[src/rtl/pygmy_cfg.sv]
// Pygmy SoC configuration constants shared by the cache/NoC blocks.
package pygmy_cfg;
  localparam int N_BANK      = 4;
  localparam int PADDR_W     = 40;
  localparam int BANK_ID_LSB = 6;
  localparam int BANK_ID_MSB = 7;
endpackage

[src/rtl/pygmy_typedef.sv]
// Pygmy SoC cpu_cache_if request/response payload types.
package pygmy_typedef;
  import pygmy_cfg::*;

  typedef struct packed {
    logic [PADDR_W-1:0] paddr;
    logic               is_write;
    logic [3:0]         tid;
    logic [31:0]        wdata;
  } cpu_cache_if_req_t;

  typedef struct packed {
    logic [3:0]  tid;
    logic        is_write;
    logic [31:0] rdata;
  } cpu_cache_if_resp_t;
endpackage

[src/rtl/usb_noc_bank_resp_ord_pkg.sv]
// Local helpers for the USB/SDIO NoC bank response ordering block.
package usb_noc_bank_resp_ord_pkg;
  localparam int IDX_W = $clog2(pygmy_cfg::N_BANK);

  function automatic logic [IDX_W-1:0] next_idx(input logic [IDX_W-1:0] idx);
    return (int'(idx) == pygmy_cfg::N_BANK - 1) ? '0 : idx + 1'b1;
  endfunction
endpackage

[src/rtl/usb_noc_resp_arb.sv]
// Response arbiter: eligibility from ROB age hints, oldest-first then
// round-robin selection, and a lock that keeps a presented response stable.
module usb_noc_resp_arb
  import pygmy_cfg::*;
  import usb_noc_bank_resp_ord_pkg::*;
(
  input  logic              clk,
  input  logic              rstn,
  input  logic [N_BANK-1:0] buf_vld,
  input  logic [N_BANK-1:0] entry_vld_pbank,
  input  logic [N_BANK-1:0] is_oldest_pbank,
  input  logic              resp_ready,
  output logic              resp_valid,
  output logic [IDX_W-1:0]  sel
);
  logic [N_BANK-1:0] elig;
  logic              old_hit;
  logic [IDX_W-1:0]  old_sel;
  logic [IDX_W-1:0]  rr_sel;
  logic [IDX_W-1:0]  k;
  logic              via_rr;
  logic              resp_hs;
  logic              lock_vld_q, lock_vld_d;
  logic              lock_rr_q, lock_rr_d;
  logic [IDX_W-1:0]  lock_sel_q, lock_sel_d;
  logic [IDX_W-1:0]  rr_ptr_q, rr_ptr_d;

  assign elig = buf_vld & (is_oldest_pbank | ~entry_vld_pbank);

  // Scan downwards so the lowest index / nearest-to-rr_ptr candidate wins.
  always_comb begin
    old_hit = 1'b0;
    old_sel = '0;
    rr_sel  = '0;
    k       = '0;
    for (int i = N_BANK - 1; i >= 0; i--) begin
      if (elig[i] & entry_vld_pbank[i] & is_oldest_pbank[i]) begin
        old_hit = 1'b1;
        old_sel = IDX_W'(i);
      end
    end
    for (int i = N_BANK - 1; i >= 0; i--) begin
      k = rr_ptr_q + IDX_W'(i);
      if (elig[k]) rr_sel = k;
    end
  end

  always_comb begin
    if (lock_vld_q) begin
      resp_valid = 1'b1;
      sel        = lock_sel_q;
      via_rr     = lock_rr_q;
    end else if (old_hit) begin
      resp_valid = 1'b1;
      sel        = old_sel;
      via_rr     = 1'b0;
    end else begin
      resp_valid = |elig;
      sel        = rr_sel;
      via_rr     = 1'b1;
    end
    resp_hs    = resp_valid & resp_ready;
    lock_vld_d = resp_valid & ~resp_ready;
    lock_sel_d = sel;
    lock_rr_d  = via_rr;
    rr_ptr_d   = (resp_hs & via_rr) ? next_idx(sel) : rr_ptr_q;
  end

  always_ff @(posedge clk or negedge rstn) begin
    if (!rstn) begin
      lock_vld_q <= 1'b0;
      lock_rr_q  <= 1'b0;
      lock_sel_q <= '0;
      rr_ptr_q   <= '0;
    end else begin
      lock_vld_q <= lock_vld_d;
      lock_rr_q  <= lock_rr_d;
      lock_sel_q <= lock_sel_d;
      rr_ptr_q   <= rr_ptr_d;
    end
  end
endmodule

[src/rtl/usb_noc_bank_resp_ord.sv]
// NoC side of the USB/SDIO request ROB: steers requests to L2 banks and
// returns buffered bank responses to the ROB in issue order.
module usb_noc_bank_resp_ord
  import pygmy_cfg::*;
  import pygmy_typedef::*;
  import usb_noc_bank_resp_ord_pkg::*;
#(
  parameter int MAX_OUTST = 4,
  parameter int CNT_W     = $clog2(MAX_OUTST + 1)
) (
  input  logic                                clk,
  input  logic                                rstn,
  input  logic                                rob_noc_req_if_req_valid,
  output logic                                rob_noc_req_if_req_ready,
  input  cpu_cache_if_req_t                   rob_noc_req_if_req,
  output logic                                noc_rob_resp_if_resp_valid,
  input  logic                                noc_rob_resp_if_resp_ready,
  output cpu_cache_if_resp_t                  noc_rob_resp_if_resp,
  input  logic [N_BANK-1:0]                   entry_vld_pbank,
  input  logic [N_BANK-1:0]                   is_oldest_pbank,
  output logic [N_BANK-1:0]                   noc_bank_req_valid,
  input  logic [N_BANK-1:0]                   noc_bank_req_ready,
  output cpu_cache_if_req_t [N_BANK-1:0]      noc_bank_req,
  input  logic [N_BANK-1:0]                   bank_noc_resp_valid,
  output logic [N_BANK-1:0]                   bank_noc_resp_ready,
  input  cpu_cache_if_resp_t [N_BANK-1:0]     bank_noc_resp
);
  logic                            req_vld_q, req_vld_d;
  cpu_cache_if_req_t               req_q, req_d;
  logic [IDX_W-1:0]                req_bank_q, req_bank_d;
  logic [N_BANK-1:0][CNT_W-1:0]    cnt_q, cnt_d;
  logic [N_BANK-1:0]               buf_vld_q, buf_vld_d;
  cpu_cache_if_resp_t [N_BANK-1:0] buf_q, buf_d;
  logic [IDX_W-1:0]                in_bank;
  logic [IDX_W-1:0]                sel;
  logic [CNT_W:0]                  in_load;
  logic                            bank_hs, req_acc, resp_hs;
  logic [N_BANK-1:0]               deq, bank_acc, bank_issue;

  assign in_bank = rob_noc_req_if_req.paddr[BANK_ID_MSB:BANK_ID_LSB];
  assign bank_hs = req_vld_q & noc_bank_req_ready[req_bank_q];
  // A request parked in req_q for the same bank counts against the limit,
  // otherwise back-to-back accepts could push a counter past MAX_OUTST.
  assign in_load = {1'b0, cnt_q[in_bank]}
                 + {{CNT_W{1'b0}}, (req_vld_q && (req_bank_q == in_bank))};
  assign rob_noc_req_if_req_ready = (~req_vld_q | bank_hs)
                                  & (in_load < (CNT_W + 1)'(MAX_OUTST));
  assign req_acc = rob_noc_req_if_req_valid & rob_noc_req_if_req_ready;

  usb_noc_resp_arb u_arb (
    .clk             (clk),
    .rstn            (rstn),
    .buf_vld         (buf_vld_q),
    .entry_vld_pbank (entry_vld_pbank),
    .is_oldest_pbank (is_oldest_pbank),
    .resp_ready      (noc_rob_resp_if_resp_ready),
    .resp_valid      (noc_rob_resp_if_resp_valid),
    .sel             (sel)
  );

  assign resp_hs              = noc_rob_resp_if_resp_valid & noc_rob_resp_if_resp_ready;
  assign noc_rob_resp_if_resp = buf_q[sel];
  assign bank_noc_resp_ready  = ~buf_vld_q | deq;
  assign bank_acc             = bank_noc_resp_valid & bank_noc_resp_ready;

  always_comb begin
    for (int b = 0; b < N_BANK; b++) begin
      noc_bank_req_valid[b] = req_vld_q & (req_bank_q == IDX_W'(b));
      noc_bank_req[b]       = req_q;
      deq[b]                = resp_hs & (sel == IDX_W'(b));
      bank_issue[b]         = bank_hs & (req_bank_q == IDX_W'(b));
    end
  end

  always_comb begin
    req_vld_d  = req_vld_q;
    req_d      = req_q;
    req_bank_d = req_bank_q;
    if (req_acc) begin
      req_vld_d  = 1'b1;
      req_d      = rob_noc_req_if_req;
      req_bank_d = in_bank;
    end else if (bank_hs) begin
      req_vld_d = 1'b0;
    end
    buf_vld_d = (buf_vld_q & ~deq) | bank_acc;
    buf_d     = buf_q;
    cnt_d     = cnt_q;
    for (int b = 0; b < N_BANK; b++) begin
      if (bank_acc[b]) buf_d[b] = bank_noc_resp[b];
      cnt_d[b] = cnt_q[b] + CNT_W'(bank_issue[b]) - CNT_W'(bank_acc[b]);
    end
  end

  always_ff @(posedge clk or negedge rstn) begin
    if (!rstn) begin
      req_vld_q  <= 1'b0;
      req_q      <= '0;
      req_bank_q <= '0;
      cnt_q      <= '0;
      buf_vld_q  <= '0;
      buf_q      <= '0;
    end else begin
      req_vld_q  <= req_vld_d;
      req_q      <= req_d;
      req_bank_q <= req_bank_d;
      cnt_q      <= cnt_d;
      buf_vld_q  <= buf_vld_d;
      buf_q      <= buf_d;
    end
  end

  always_ff @(posedge clk) begin
    if (rstn) begin
      for (int b = 0; b < N_BANK; b++) begin
        assert (!(bank_issue[b] && !bank_acc[b] && (cnt_q[b] == CNT_W'(MAX_OUTST))));
      end
    end
  end
endmodule

[config.mk]
export PLATFORM = sky130hd
export DESIGN_NAME = usb_noc_bank_resp_ord
export DESIGN_NICKNAME = d
export VERILOG_FILES = /design/src/rtl/pygmy_cfg.sv /design/src/rtl/pygmy_typedef.sv /design/src/rtl/usb_noc_bank_resp_ord_pkg.sv /design/src/rtl/usb_noc_resp_arb.sv /design/src/rtl/usb_noc_bank_resp_ord.sv
export SDC_FILE = /design/constraint.sdc
export NUM_CORES = 1
export LEC_CHECK = 0
export BUFFER_PORTS_ARGS = -buffer_cell sky130_fd_sc_hd__buf_2
export CORE_AREA = 3 3 235 237
export CTS_BUF_LIST = sky130_fd_sc_hd__clkbuf_8
export CTS_CLUSTER_DIAMETER = 40
export CTS_CLUSTER_SIZE = 24
export DETAILED_ROUTE_END_ITERATION = 7
export DIE_AREA = 0 0 238 240
export GPL_ROUTABILITY_DRIVEN = 0
export PLACE_DENSITY_LB_ADDON = 0.1
export SETUP_SLACK_MARGIN = 0.02
export SKIP_CTS_REPAIR_TIMING = 1
export SYNTH_ARGS = -nofsm -noshare
export SYNTH_HDL_FRONTEND = slang
export SYNTH_SLANG_ARGS = --single-unit
[constraint.sdc]
create_clock -name clk -period 4.9 [get_ports clk]
set_input_delay 0.735 -clock clk [delete_from_list [all_inputs] [get_ports clk]]
set_output_delay 0.735 -clock clk [all_outputs]
set_load 0.005 [all_outputs]
======== After elaboration in Yosys (flattened, before gate mapping) ========
Index checks and enable logic that the tools add are counted.
word-level totals
  flip-flop bits (word level) ............. 250
  input port bits ......................... 245
  output and inout port bits .............. 355
operators by class
  $add $sub $neg .......................... 13
  magnitude comparators ................... 8
  equality and inequality tests ........... 8
  mux-type cells .......................... 35
  bitwise logic cells ..................... 38
  reduce and logical (&&, ||, !) cells .... 5
operators with widths
  operator                                                                       count
  37-bit binary-select mux with 2-bit select                                     1
  37-bit 2-to-1 mux                                                              1
  1-bit bitwise AND                                                              26
  2-bit 2-to-1 mux                                                               11
  2-bit by 3-bit less-than comparator with 1-bit output (second input constant)  7
  1-bit 2-to-1 mux                                                               15
  3-bit by 1-bit adder with 3-bit output                                         4
  4-bit bitwise AND                                                              3
  4-bit inverter                                                                 3
  4-bit OR                                                                       3
  3-bit by 1-bit subtractor with 3-bit output                                    4
  1-bit binary-select mux with 2-bit select                                      5
  2-bit == test (second input constant)                                          4
  3-bit binary-select mux with 2-bit select                                      1
  2-bit by 1-bit == test with 1-bit output (second input constant)               3
  2-bit by 1-bit adder with 2-bit output (second input constant)                 2
  2-bit adder (second input constant)                                            2
  3-bit by 1-bit adder with 4-bit output                                         1
  2-bit logical NOT                                                              2
  4-bit by 3-bit less-than comparator with 1-bit output (second input constant)  1
  4-bit OR reduction                                                             1
  3-bit 2-to-1 mux                                                               1
  2-bit == test                                                                  1
  1-bit inverter                                                                 2
  other kinds (3)                                                                3

======== Logic depth before layout (Yosys ltp) ========
Gate-level depths: netlist of the first run.
  depth after elaboration ................. 16
  mapped depth ............................ 20
  depth with buffers taken out ............ 17

======== By module ========
From an unflattened synthesis of the first run, not the netlist that was laid out.
unflattened totals
  cells, all modules ...................... 902
  area, all modules ....................... 12464.5 um^2
modules (own cells, without submodules)
  module                 times used  cells each  area an instance (um^2)  sequential area each (um^2)
  usb_noc_bank_resp_ord  1           847         11985.2                  6055.8
  usb_noc_resp_arb       1           55          479.2                    150.1

======== Worst setup path before layout of the first run ========
Ideal clock, no wire load.
  path type ............................... input-to-reg
  start point ............................. input entry_vld_pbank[1]
  end point ............................... register cnt_q[8] (netlist name)
  library setup time ...................... 123 ps
  data arrival time ....................... 3971 ps
  required time ........................... 4777 ps
  path slack .............................. 807 ps
  stages .................................. 20
  path buffers ............................ 3
  cells stage by stage .................... nor2b_1 > nand2b_1 > o21ai_0 > o211ai_1 > a311oi_2 > inv_2 > buf_2 > ha_1 > a21bo_2 > nand2_1 > buf_4 > buf_4 > inv_1 > ha_1 > inv_1 > ha_1 > inv_1 > fa_1 > xnor2_1 > xnor2_1
RTL lines
  item                  line                          RTL
  from (decl)           usb_noc_bank_resp_ord.sv:19   input logic [N_BANK-1:0] entry_vld_pbank,
  to (signal assigned)  usb_noc_bank_resp_ord.sv:107  cnt_q <= cnt_d;
  to (decl)             usb_noc_bank_resp_ord.sv:31   logic [N_BANK-1:0][CNT_W-1:0] cnt_q, cnt_d;

==> metrics.txt, run 1 <==
# TYPE chip_impl_metric gauge
chip_impl_metric{name="avgViaCountPerCell",unit=""} 4.07
chip_impl_info{name="crit_path_cell_trace",value="and3_1 > nor3b_2 > o221ai_1 > o21ai_4 > buf_12 > mux2i_1 > mux2i_1 > buf_2"} 1
chip_impl_metric{name="p_leak",unit="nW"} 8.22
chip_impl_metric{name="netSwitchingFraction",unit="%"} 34.8
chip_impl_metric{name="remaining_drc_errors",unit=""} 0
chip_impl_info{name="worstSetupEndpointType",value="primary output"} 1
chip_impl_metric{name="fmax",unit="GHz"} 0.250
chip_impl_info{name="result_of_the_run",value="completed"} 1
chip_impl_metric{name="mappedNetlistNets",unit=""} 1233
chip_impl_info{name="cp_top_family",value="multiplexers"} 1
chip_impl_metric{name="clock_insertion_delay_worst_skew",unit="ns"} 0.64
chip_impl_metric{name="tritoncts.num_buffers",unit=""} 60
chip_impl_metric{name="max_cap_viol_count",unit=""} 0
chip_impl_metric{name="rows",unit=""} 85
chip_impl_metric{name="power_per_cell_area",unit="mW/mm^2"} 703
chip_impl_metric{name="crit_required",unit="ns"} 4.16
chip_impl_info{name="start_kind",value="register"} 1
chip_impl_metric{name="synth_sequential_area_ratio",unit="%"} 48.4
chip_impl_metric{name="finClkSkew",unit="ns"} 0.0249
chip_impl_metric{name="number_of_antenna_violations_at_the_first_check_in_global_routing",unit=""} 30
chip_impl_metric{name="r2r.worst_path.cells",unit=""} 16
chip_impl_metric{name="worstPathMaxFanout",unit=""} 54
chip_impl_metric{name="clock_power_share",unit="%"} 25.9
chip_impl_metric{name="core_area",unit="sq mm"} 0.0535
chip_impl_metric{name="grt-ovfl-total",unit=""} 0
chip_impl_info{name="synth_top_flop_cell",value="dfrtp_1"} 1
chip_impl_info{name="synth_area_leaders",value="dfrtp_1, mux2_2, buf_4, mux2i_1, mux2_4"} 1
chip_impl_metric{name="grt_use_met3",unit="%"} 5.64
chip_impl_metric{name="dpl.cell_count",unit=""} 2010
chip_impl_metric{name="initial_core_util",unit="%"} 24.0
chip_impl_metric{name="worst-path-buf-inv",unit=""} 2
chip_impl_metric{name="grt_max_degree",unit=""} 102
chip_impl_info{name="grt-busiest-layer",value="met2"} 1
chip_impl_metric{name="clock_tree.buffer_depth",unit=""} 3
chip_impl_metric{name="synthArstFlopShare",unit="%"} 100
chip_impl_metric{name="detailedRoute.firstPassIterationCount",unit=""} 4
chip_impl_metric{name="nNetsFinal",unit=""} 1637
chip_impl_metric{name="grt_util_met2",unit="%"} 23.7
chip_impl_metric{name="power.share.combinational",unit="%"} 39.5
chip_impl_info{name="cts-root-buf",value="clkbuf_8"} 1
chip_impl_metric{name="p_int",unit="mW"} 7.48
chip_impl_metric{name="cell_area_after_synthesis",unit="sq mm"} 0.0128
chip_impl_metric{name="i_o_pin_count",unit=""} 600
chip_impl_info{name="rsz0062_at_grt",value="false"} 1
chip_impl_info{name="holdCritPathClass",value="primary input to asynchronous set/reset pin"} 1
chip_impl_metric{name="timing.setup.tns",unit="ns"} 0
chip_impl_metric{name="grt_use_met1",unit="%"} 17.5
chip_impl_metric{name="yosys.cell_types.count",unit=""} 43
chip_impl_info{name="tritoncts",value="done"} 1
chip_impl_metric{name="worst_ir_drop_vdd",unit="mV"} 0.414
chip_impl_metric{name="port_buffers",unit=""} 599
chip_impl_metric{name="yosys_top_cell_area_share",unit="%"} 48.4
chip_impl_metric{name="worst-r2r-setup-slack",unit="ns"} 1.64
chip_impl_metric{name="die_height",unit="um"} 240
chip_impl_metric{name="largest_stage_delay_worst_path",unit="ns"} 0.47
chip_impl_metric{name="clk_transition_reported_paths",unit="ns"} 0.06
chip_impl_metric{name="p_switching",unit="mW"} 4.00
chip_impl_metric{name="power.sequential.fraction",unit="%"} 34.6
chip_impl_metric{name="final.min_clock_period",unit="ns"} 4.00
chip_impl_metric{name="ys_ff_latch",unit=""} 248
chip_impl_metric{name="post_synth_inst_count",unit=""} 972
chip_impl_info{name="path_common_cell",value="mux2i_1"} 1
chip_impl_metric{name="synth.avg_cell_area",unit="sq um"} 13.2
chip_impl_metric{name="wl_per_cell",unit="um"} 20.3
chip_impl_metric{name="detailedRoute.firstIterationViolations",unit=""} 252
chip_impl_info{name="synth_largest_area_cell",value="dfrtp_1"} 1
chip_impl_info{name="worstSetupPathType",value="register to primary output"} 1
chip_impl_metric{name="layoutNonFillerInstCount",unit=""} 2129
chip_impl_metric{name="antenna_violating_nets_post_route",unit=""} 0
chip_impl_info{name="crit-reg2reg-capture",value="cnt_q[8]"} 1
chip_impl_metric{name="die-area",unit="sq mm"} 0.0571
chip_impl_metric{name="number_of_global_route_vias_before_repair",unit=""} 8973
chip_impl_metric{name="cts_htree_levels",unit=""} 2
chip_impl_info{name="worst_r2r_startpoint",value="u_arb.rr_ptr_q[1]"} 1
chip_impl_metric{name="final-max-slew-violation-count",unit=""} 0
chip_impl_metric{name="flow.area_growth_from_synthesis",unit="%"} 27.4
chip_impl_metric{name="clock_sinks",unit=""} 248
chip_impl_metric{name="period_share",unit="%"} 81.7
chip_impl_metric{name="fp.dieW",unit="um"} 238
chip_impl_info{name="cp_slowest_cell",value="mux2i_1"} 1
chip_impl_metric{name="layout_cells_sized_above_1",unit="%"} 67.1
chip_impl_metric{name="totalPowerFinal",unit="mW"} 11.5
chip_impl_metric{name="worst_slew_pin_slew",unit="ns"} 0.879
chip_impl_metric{name="global_route_total_usage_across_every_layer",unit="%"} 14.4
chip_impl_metric{name="worstPathArrival",unit="ns"} 3.27
chip_impl_metric{name="timing.final.setup_violations",unit=""} 0
chip_impl_metric{name="synth_enable_flop_cells",unit=""} 0
chip_impl_metric{name="grt_pass1_wl",unit="mm"} 60.8
chip_impl_metric{name="hold_viol_final",unit=""} 0
chip_impl_metric{name="max-slew-margin-rel",unit="%"} 41.4
chip_impl_metric{name="dr_total_vias",unit=""} 8659
chip_impl_metric{name="routed_wirelength",unit="mm"} 43.3
chip_impl_metric{name="detailedPlacementHpwl",unit="mm"} 31.7
chip_impl_metric{name="count_of_warnings_emitted_by_yosys",unit=""} 0
## cell type report
cell class	count	area, sq um
Timing Repair Buffer	610	3130
Fill cell	5566	37200
Sequential cell	248	6210
Antenna cell	7	17.5
Tap cell	696	871
Multi-Input combinational cell	435	4570
Clock buffer	68	936
Inverter	21	78.8
Clock inverter	44	524
## per-layer routing
layer	part of all wire, %	wire length [um]	vias to the layer above
li1	-	-	3945
met1	41	17600	4246
met2	48	20700	354
met3	8.9	3860	84
met4	2.1	904	30
met5	0.44	191	-
## power by group through the flow
stage	Combinational, mW	Sequential [mW]	Clock (mW)
floorplan	3.76	3.75	0
CTS	4.66	4.00	3.11
finish	4.54	3.97	2.97
global placement	4.64	4.00	0
global route	5.06	4.14	3.19
detailed placement	4.64	4.04	0
## placed cells by master (no fill, tap or decap), types with 7 or more instances in the layout
cell / n
mux2_4: 19
mux2_2: 201
clkbuf_8: 68
diode_2: 7
buf_4: 8
buf_2: 598
mux2i_1: 111
xnor2_1: 7
inv_1: 24
nand2_1: 11
dfrtp_1: 248
ha_1: 12
bufinv_16: 10
clkinvlp_4: 10
nand2b_1: 8
mux2_1: 7
clkinv_2: 13
## flip-flops by register name, summed over array words and instances (netlist names)
name,cells
buf_q,148
buf_vld_q,4
cnt_q,12
noc_bank_req,77
req_vld_q,1
u_arb.lock_rr_q,1
u_arb.lock_sel_q,2
u_arb.lock_vld_q,1
u_arb.rr_ptr_q,2
## stage by stage
step,hold slack [ns],setup WS [ns],instance area (sq um),utilization (%)
after floorplan,0.439,0.807,12800,-
after global placement,0.462,1.07,14800,27.8
after detailed placement,0.468,1.03,14800,27.8
after CTS,0.123,0.710,16300,30.5
after global routing,0.184,0.649,16300,30.5
final,0.162,0.895,16300,30.5
## synthesized netlist by cell type, types with 4 or more instances
library cell  instances
a21oi_1               5
and3_1                4
buf_2                14
buf_4               249
buf_6                 5
dfrtp_1             248
fa_1                  4
ha_1                 12
inv_1                20
mux2_1                7
mux2_2              201
mux2_4               19
mux2i_1             111
nand2_1              15
nand2b_1              8
nor2b_1               4
xnor2_1               7
## kinds of logic after synthesis
group	synth area share (%)
muxes	29.5
buffers and inverters	16.2
DFF	48.4
and+or+nand+nor	1.97
AOI/OAI and AO/OA	1.58
adders and majority gates	1.80
xor gates and xnor gates	0.547
## worst register-to-register path: cells and delay by family, from the launching register on
family | cells | cell delay, ns
AOI/OAI and AO/OA | 4 | 0.92
xor gates and xnor gates | 2 | 0.31
adders and majority gates | 4 | 0.99
buffers and inverters | 4 | 0.25
DFF | 1 | 0.43
and+or+nand+nor | 2 | 0.28
## worst max-delay path by stage
stage,start,endpoint,slack (ns),depth (start not counted)
after floorplan,entry_vld_pbank[1],cnt_q[8],0.81,20
after global placement,entry_vld_pbank[1],cnt_q[8],1.07,18
after detailed placement,entry_vld_pbank[1],cnt_q[2],1.03,18
after CTS,buf_vld_q[0],noc_rob_resp_if_resp[21],0.71,8
after global routing,buf_vld_q[0],noc_rob_resp_if_resp[21],0.65,8
final,buf_vld_q[0],noc_rob_resp_if_resp[21],0.90,8
No activity file was read; power rests on OpenSTA's default activity.
==> inputs of run 2 (changes only) <==
==> constraint.sdc (replaced) <==
create_clock -name clk -period 3.8 [get_ports clk]
set_input_delay 0.57 -clock clk [delete_from_list [all_inputs] [get_ports clk]]
set_output_delay 0.57 -clock clk [all_outputs]
set_load 0.005 [all_outputs]
==> run 2 against run 1 <==
Against the previous run: routed wire length decreased by 1.3%; clock power rose by 15%; sequential power rose by 29%; core utilization is 0.11 points lower; register-to-register slack got worse by 1.1 ns; count of clock-buffer cells in the layout decreased by 6; total power grew 26%; cell count grew 0.33%; die area unchanged; largest power group unchanged; flip-flop and latch count stayed put; via count rose by 0.39%; sequential share of layout area increased by 0.13 points.
==> metrics.txt, run 2 (synthesis results as in run 1) <==
# TYPE chip_impl_metric gauge
chip_impl_info{name="result_of_the_run",value="completed"} 1
chip_impl_info{name="worst_setup_path_startpoint",value="buf_vld_q[0]"} 1
chip_impl_metric{name="clock_sinks",unit=""} 248
chip_impl_metric{name="power_per_cell_area",unit="mW/mm^2"} 887
chip_impl_info{name="cp_slowest_cell",value="dfrtp_1"} 1
chip_impl_metric{name="placedInstanceArea",unit="sq mm"} 0.0149
chip_impl_metric{name="routed_wirelength",unit="mm"} 42.7
chip_impl_metric{name="grt-ovfl-total",unit=""} 0
chip_impl_metric{name="wl_per_cell",unit="um"} 20.0
chip_impl_info{name="path_common_cell",value="mux2i_1"} 1
chip_impl_metric{name="clock_tree.buffer_depth",unit=""} 3
chip_impl_info{name="worstSetupEndpointType",value="primary output"} 1
chip_impl_metric{name="avgViaCountPerCell",unit=""} 4.07
chip_impl_metric{name="layout_cells_sized_above_1",unit="%"} 66.5
chip_impl_metric{name="worst-path-buf-inv",unit=""} 2
chip_impl_metric{name="worst_ir_drop_vdd",unit="mV"} 0.298
chip_impl_info{name="worstSetupPathType",value="register to primary output"} 1
chip_impl_metric{name="final.min_clock_period",unit="ns"} 3.52
chip_impl_metric{name="detailedRoute.firstPassIterationCount",unit=""} 4
chip_impl_metric{name="fp.dieW",unit="um"} 238
chip_impl_metric{name="die_height",unit="um"} 240
chip_impl_info{name="rsz0062_at_grt",value="false"} 1
chip_impl_metric{name="flow.area_growth_from_synthesis",unit="%"} 26.9
chip_impl_metric{name="dr_total_vias",unit=""} 8693
chip_impl_info{name="mostFrequentLayoutCells",value="buf_2, dfrtp_1, mux2_2"} 1
chip_impl_info{name="cp_top_family",value="buffers and inverters"} 1
chip_impl_metric{name="remaining_drc_errors",unit=""} 0
chip_impl_info{name="crit_path_cell_trace",value="and3_1 > nor3b_2 > o221ai_1 > o21ai_4 > buf_12 > mux2i_1 > mux2i_1 > buf_2"} 1
chip_impl_metric{name="die-area",unit="sq mm"} 0.0571
chip_impl_metric{name="period_share",unit="%"} 92.6
chip_impl_metric{name="dpl.cell_count",unit=""} 2017
chip_impl_metric{name="number_of_antenna_violations_at_the_first_check_in_global_routing",unit=""} 26
chip_impl_info{name="holdCritPathClass",value="primary input to register"} 1
chip_impl_metric{name="crit_required",unit="ns"} 3.23
chip_impl_metric{name="clock_insertion_delay_worst_skew",unit="ns"} 0.64
chip_impl_metric{name="worstPathArrival",unit="ns"} 2.95
chip_impl_metric{name="largest_register_ffs",unit=""} 148
chip_impl_metric{name="worstPathMaxFanout",unit=""} 40
chip_impl_metric{name="hold_ws",unit="ns"} 0.145
chip_impl_metric{name="i_o_pin_count",unit=""} 600
chip_impl_metric{name="detailedRoute.firstIterationViolations",unit=""} 251
chip_impl_info{name="crit-reg2reg-capture",value="cnt_q[11]"} 1
chip_impl_info{name="endpoint",value="noc_rob_resp_if_resp[17]"} 1
chip_impl_metric{name="r2r.worst_path.cells",unit=""} 16
chip_impl_metric{name="layout.cell_area.non_filler",unit="sq mm"} 0.0163
chip_impl_info{name="tritoncts",value="done"} 1
chip_impl_metric{name="hold_viol_final",unit=""} 0
chip_impl_metric{name="cts_htree_levels",unit=""} 2
chip_impl_metric{name="grt_pass1_wl",unit="mm"} 59.6
chip_impl_metric{name="rows",unit=""} 85
chip_impl_info{name="final_common_cell",value="buf_2"} 1
chip_impl_metric{name="fmax",unit="GHz"} 0.284
chip_impl_metric{name="max_cap_viol_count",unit=""} 0
chip_impl_metric{name="path_depth",unit=""} 8
chip_impl_metric{name="nNetsFinal",unit=""} 1642
chip_impl_metric{name="core_area",unit="sq mm"} 0.0535
chip_impl_metric{name="layoutNonFillerInstCount",unit=""} 2136
chip_impl_info{name="cts-root-buf",value="clkbuf_8"} 1
chip_impl_metric{name="tritoncts.num_buffers",unit=""} 58
chip_impl_metric{name="port_buffers",unit=""} 599
chip_impl_metric{name="detailedPlacementHpwl",unit="mm"} 31.7
chip_impl_metric{name="worst_slew_pin_slew",unit="ns"} 0.720
chip_impl_info{name="register_with_the_most_flip_flops",value="buf_q"} 1
chip_impl_metric{name="finClkSkew",unit="ns"} 0.0268
chip_impl_metric{name="largest_stage_delay_worst_path",unit="ns"} 0.43
chip_impl_info{name="start_kind",value="register"} 1
chip_impl_metric{name="postLayoutSetupSlackWorst",unit="ns"} 0.281
chip_impl_metric{name="number_of_global_route_vias_before_repair",unit=""} 8953
chip_impl_metric{name="global_route_total_usage_across_every_layer",unit="%"} 14.2
chip_impl_metric{name="clk_transition_reported_paths",unit="ns"} 0.06
chip_impl_metric{name="final-max-slew-violation-count",unit=""} 0
chip_impl_metric{name="p_leak",unit="nW"} 8.22
chip_impl_metric{name="worst-r2r-setup-slack",unit="ns"} 0.52
chip_impl_metric{name="max-slew-margin-rel",unit="%"} 52.0
chip_impl_metric{name="timing.setup.tns",unit="ns"} 0
chip_impl_metric{name="initial_core_util",unit="%"} 24.0
chip_impl_metric{name="grt_max_degree",unit=""} 82
chip_impl_info{name="worst_r2r_startpoint",value="buf_vld_q[0]"} 1
chip_impl_metric{name="antenna_violating_nets_post_route",unit=""} 0
chip_impl_metric{name="place_ws",unit="ns"} 0.276
chip_impl_metric{name="timing.final.setup_violations",unit=""} 0
## run 2: cell count changes in the layout (fill, tap and decap cells not counted), moves of 2 or more
cell | before | now
clkbuf_8 | 68 | 62
inv_1 | 24 | 34
buf_12 | 3 | 6
diode_2 | 7 | 11
buf_4 | 8 | 10
bufinv_16 | 10 | 7
clkinv_2 | 13 | 10
## run 2: per-stage QoR
stage | utilization, % | power (mW)
2_1_floorplan | - | 9.69
4_1_cts | 30.3 | 14.8
6_report | 30.4 | 14.4
5_1_grt | 30.4 | 15.6
3_5_place_dp | 27.9 | 11.2
3_3_place_gp | 27.9 | 11.2
## run 2: worst min-delay path by stage
stage / from / endpoint / slack (ns) / cells past startpoint
floorplan: rstn / buf_q[0] / 0.27 / 0
global placement: cnt_q[11] / cnt_q[11] / 0.47 / 1
detailed placement: cnt_q[11] / cnt_q[11] / 0.46 / 1
CTS: rstn / buf_q[139] / -0.13 / 1
global route: bank_noc_resp[99] / buf_q[99] / 0.08 / 2
finish: bank_noc_resp[99] / buf_q[99] / 0.15 / 2
## run 2: metal layers
layer	vias up	part of all wire [%]	global-route usage [%]
li1	3954	-	-
met1	4239	38	16.3
met2	365	49	24.1
met3	101	8.8	5.28
met4	34	3.4	5.88
met5	-	0.56	0
## run 2: cell type report
cell class	count	area, sq um
inverter	21	78.8
clock inverter	46	433
antenna	11	27.5
sequential	248	6210
clock buffer	62	853
multi-input combinational	435	4570
fill	5584	37200
timing repair buffer	617	3230
tap	696	871
## run 2: report_power, final
group	internal (mW)	total, mW	switching [mW]
Sequential	3.98	5.13	1.15
Clock	2.01	3.42	1.41
Combinational	3.35	5.89	2.54
Total	9.34	14.4	5.10
==> inputs of run 3 (changes only) <==
--- a/config.mk
+++ b/config.mk
@@ -14,6 +14,7 @@
 export DIE_AREA = 0 0 238 240
 export GPL_ROUTABILITY_DRIVEN = 0
 export PLACE_DENSITY_LB_ADDON = 0.1
+export REMOVE_ABC_BUFFERS = 1
 export SETUP_SLACK_MARGIN = 0.02
 export SKIP_CTS_REPAIR_TIMING = 1
 export SYNTH_ARGS = -nofsm -noshare
==> run 3 against run 2 <==
Against the previous run: critical endpoint is now noc_rob_resp_if_resp[0]; final area rose by 0.72%; core utilization rose by 0.22 points; sequential power rose by 5.8%; largest power group unchanged; highest routed layer is now met4; combinational power rose by 3%.
==> metrics.txt, run 3 (synthesis results as in run 1) <==
# TYPE chip_impl_metric gauge
chip_impl_metric{name="dr_total_vias",unit=""} 8850
chip_impl_metric{name="routed_wirelength",unit="mm"} 49.9
chip_impl_info{name="worst_r2r_startpoint",value="buf_vld_q[0]"} 1
chip_impl_info{name="result_of_the_run",value="completed"} 1
chip_impl_metric{name="crit_required",unit="ns"} 3.23
chip_impl_info{name="worstSetupEndpointType",value="primary output"} 1
chip_impl_metric{name="largest_register_ffs",unit=""} 148
chip_impl_metric{name="worst_slew_pin_slew",unit="ns"} 0.736
chip_impl_info{name="cts-root-buf",value="clkbuf_8"} 1
chip_impl_metric{name="rows",unit=""} 85
chip_impl_metric{name="worstPathMaxFanout",unit=""} 12
chip_impl_metric{name="avgViaCountPerCell",unit=""} 4.14
chip_impl_metric{name="number_of_global_route_vias_before_repair",unit=""} 9006
chip_impl_metric{name="clk_transition_reported_paths",unit="ns"} 0.06
chip_impl_metric{name="final.min_clock_period",unit="ns"} 3.56
chip_impl_metric{name="clock_insertion_delay_worst_skew",unit="ns"} 0.65
chip_impl_metric{name="layout.filler_cells",unit=""} 5585
chip_impl_metric{name="timing.final.setup_violations",unit=""} 0
chip_impl_metric{name="number_of_antenna_violations_at_the_first_check_in_global_routing",unit=""} 14
chip_impl_metric{name="core_area",unit="sq mm"} 0.0535
chip_impl_metric{name="die-area",unit="sq mm"} 0.0571
chip_impl_metric{name="place_ws",unit="ns"} 0.221
chip_impl_info{name="final_common_cell",value="buf_2"} 1
chip_impl_info{name="worstSetupPathType",value="register to primary output"} 1
chip_impl_metric{name="tritoncts.num_buffers",unit=""} 59
chip_impl_metric{name="cts_htree_levels",unit=""} 2
chip_impl_metric{name="hold_viol_final",unit=""} 0
chip_impl_metric{name="die_height",unit="um"} 240
chip_impl_metric{name="max-slew-margin-rel",unit="%"} 50.9
chip_impl_metric{name="grt_max_degree",unit=""} 89
chip_impl_info{name="cp_top_family",value="simple AND/OR/NAND/NOR gates"} 1
chip_impl_metric{name="detailedRoute.firstIterationViolations",unit=""} 298
chip_impl_metric{name="port_buffers",unit=""} 599
chip_impl_metric{name="postLayoutSetupSlackWorst",unit="ns"} 0.244
chip_impl_metric{name="detailedRoute.firstPassIterationCount",unit=""} 4
chip_impl_metric{name="max_cap_viol_count",unit=""} 0
chip_impl_metric{name="totalPowerFinal",unit="mW"} 15.1
chip_impl_metric{name="largest_stage_delay_worst_path",unit="ns"} 0.42
chip_impl_metric{name="flow.area_growth_from_synthesis",unit="%"} 27.8
chip_impl_info{name="tritoncts",value="done"} 1
chip_impl_metric{name="grt-ovfl-total",unit=""} 0
chip_impl_metric{name="worst-path-buf-inv",unit=""} 3
chip_impl_metric{name="final-max-slew-violation-count",unit=""} 0
chip_impl_metric{name="detailedPlacementHpwl",unit="mm"} 37.2
chip_impl_metric{name="worst-r2r-setup-slack",unit="ns"} 0.49
chip_impl_metric{name="hold_ws",unit="ns"} 0.129
chip_impl_metric{name="clock_sinks",unit=""} 248
chip_impl_metric{name="wl_per_cell",unit="um"} 23.4
chip_impl_metric{name="clock_tree.buffer_depth",unit=""} 3
chip_impl_info{name="worst_setup_path_startpoint",value="buf_vld_q[0]"} 1
chip_impl_info{name="start_kind",value="register"} 1
chip_impl_metric{name="antenna_violating_nets_post_route",unit=""} 0
chip_impl_metric{name="fmax",unit="GHz"} 0.281
chip_impl_metric{name="layout_cells_sized_above_1",unit="%"} 67.1
chip_impl_metric{name="period_share",unit="%"} 93.6
chip_impl_info{name="cp_slowest_cell",value="dfrtp_1"} 1
chip_impl_metric{name="remaining_drc_errors",unit=""} 0
chip_impl_metric{name="worst_ir_drop_vdd",unit="mV"} 0.352
chip_impl_metric{name="p_leak",unit="nW"} 8.27
chip_impl_info{name="holdCritPathClass",value="primary input to register"} 1
chip_impl_metric{name="grt_pass1_wl",unit="mm"} 67.3
chip_impl_metric{name="worstPathArrival",unit="ns"} 2.99
chip_impl_metric{name="fp.dieW",unit="um"} 238
chip_impl_info{name="mostFrequentLayoutCells",value="buf_2, dfrtp_1, mux2_2"} 1
chip_impl_metric{name="i_o_pin_count",unit=""} 600
chip_impl_metric{name="finClkSkew",unit="ns"} 0.0385
chip_impl_metric{name="nNetsFinal",unit=""} 1646
chip_impl_info{name="startpoint_of_the_most_critical_hold_path",value="bank_noc_resp[99]"} 1
chip_impl_metric{name="global_route_total_usage_across_every_layer",unit="%"} 16.6
chip_impl_metric{name="power_per_cell_area",unit="mW/mm^2"} 923
chip_impl_info{name="crit_path_cell_trace",value="and3_1 > nor3b_2 > nor2b_1 > a311oi_2 > inv_2 > buf_4 > mux2i_1 > buf_2"} 1
chip_impl_info{name="register_with_the_most_flip_flops",value="buf_q"} 1
chip_impl_metric{name="initial_core_util",unit="%"} 24.0
[run 3: cell count changes in the layout (fill, tap and decap cells not counted), sizes merged]
cell	previous run	this run
clkbuf	62	70
inv	37	31
diode	11	8
buf	616	618
bufinv	7	8
clkinv	14	13
[run 3: final cells by class]
cell class              instances  area (sq um)  share of cell area [%]
flip-flops and latches        248          6210                    37.9
multi-input cells             435          4570                    27.9
repair buffers                620          3260                    19.9
clock buffers                  69           950                    5.80
well taps                     696           871                    5.31
clock inverters                40           432                    2.63
inverters                      21          78.8                   0.481
diodes                          8          20.0                   0.122
[run 3: final timing paths]
| kind | to | depth (start not counted) |
|---|---|---|
| min in group asynchronous | buf_q[84] | 2 |
| max | noc_rob_resp_if_resp[0] | 8 |
| min | buf_q[99] | 2 |
| min reg2reg | u_arb.lock_rr_q | 1 |
| max in group asynchronous | noc_bank_req[53] | 3 |
| max reg2reg | cnt_q[11] | 16 |
[run 3: power breakdown]
group	total (mW)	switching, mW	internal (mW)
Clock	3.63	1.41	2.22
Sequential	5.43	1.45	3.97
Combinational	6.07	2.70	3.37
[run 3: worst register-to-register path: cells and delay by family, from the launching register on]
kind	cells	cell delay, ns
buffers and inverters	4	0.30
adder cells (fa/ha/maj)	4	0.95
AND/OR/NAND/NOR	4	0.86
AO/OA/AOI/OAI	2	0.38
XOR/XNOR	2	0.31
flip-flops	1	0.42
[run 3: routing by layer]
layer	track usage [%]	part of all wire, %	wire length, um	vias up
met5	0	0	0	-
met2	29.5	50	25200	374
li1	-	-	-	3961
met4	4.64	2.5	1260	0
met1	20.2	42	20900	4436
met3	3.52	5.2	2580	79
[run 3: per-stage QoR]
step           cell area, sq um  setup TNS [ns]  utilization, %  std cells
2_1_floorplan             10800         -859.93               -        704
3_3_place_gp              14900               0            27.9       2015
3_5_place_dp              14900               0            27.9       2015
4_1_cts                   16300           -1.23            30.4       2124
5_1_grt                   16400         -0.0110            30.6       2131
6_report                  16400               0            30.6       2137
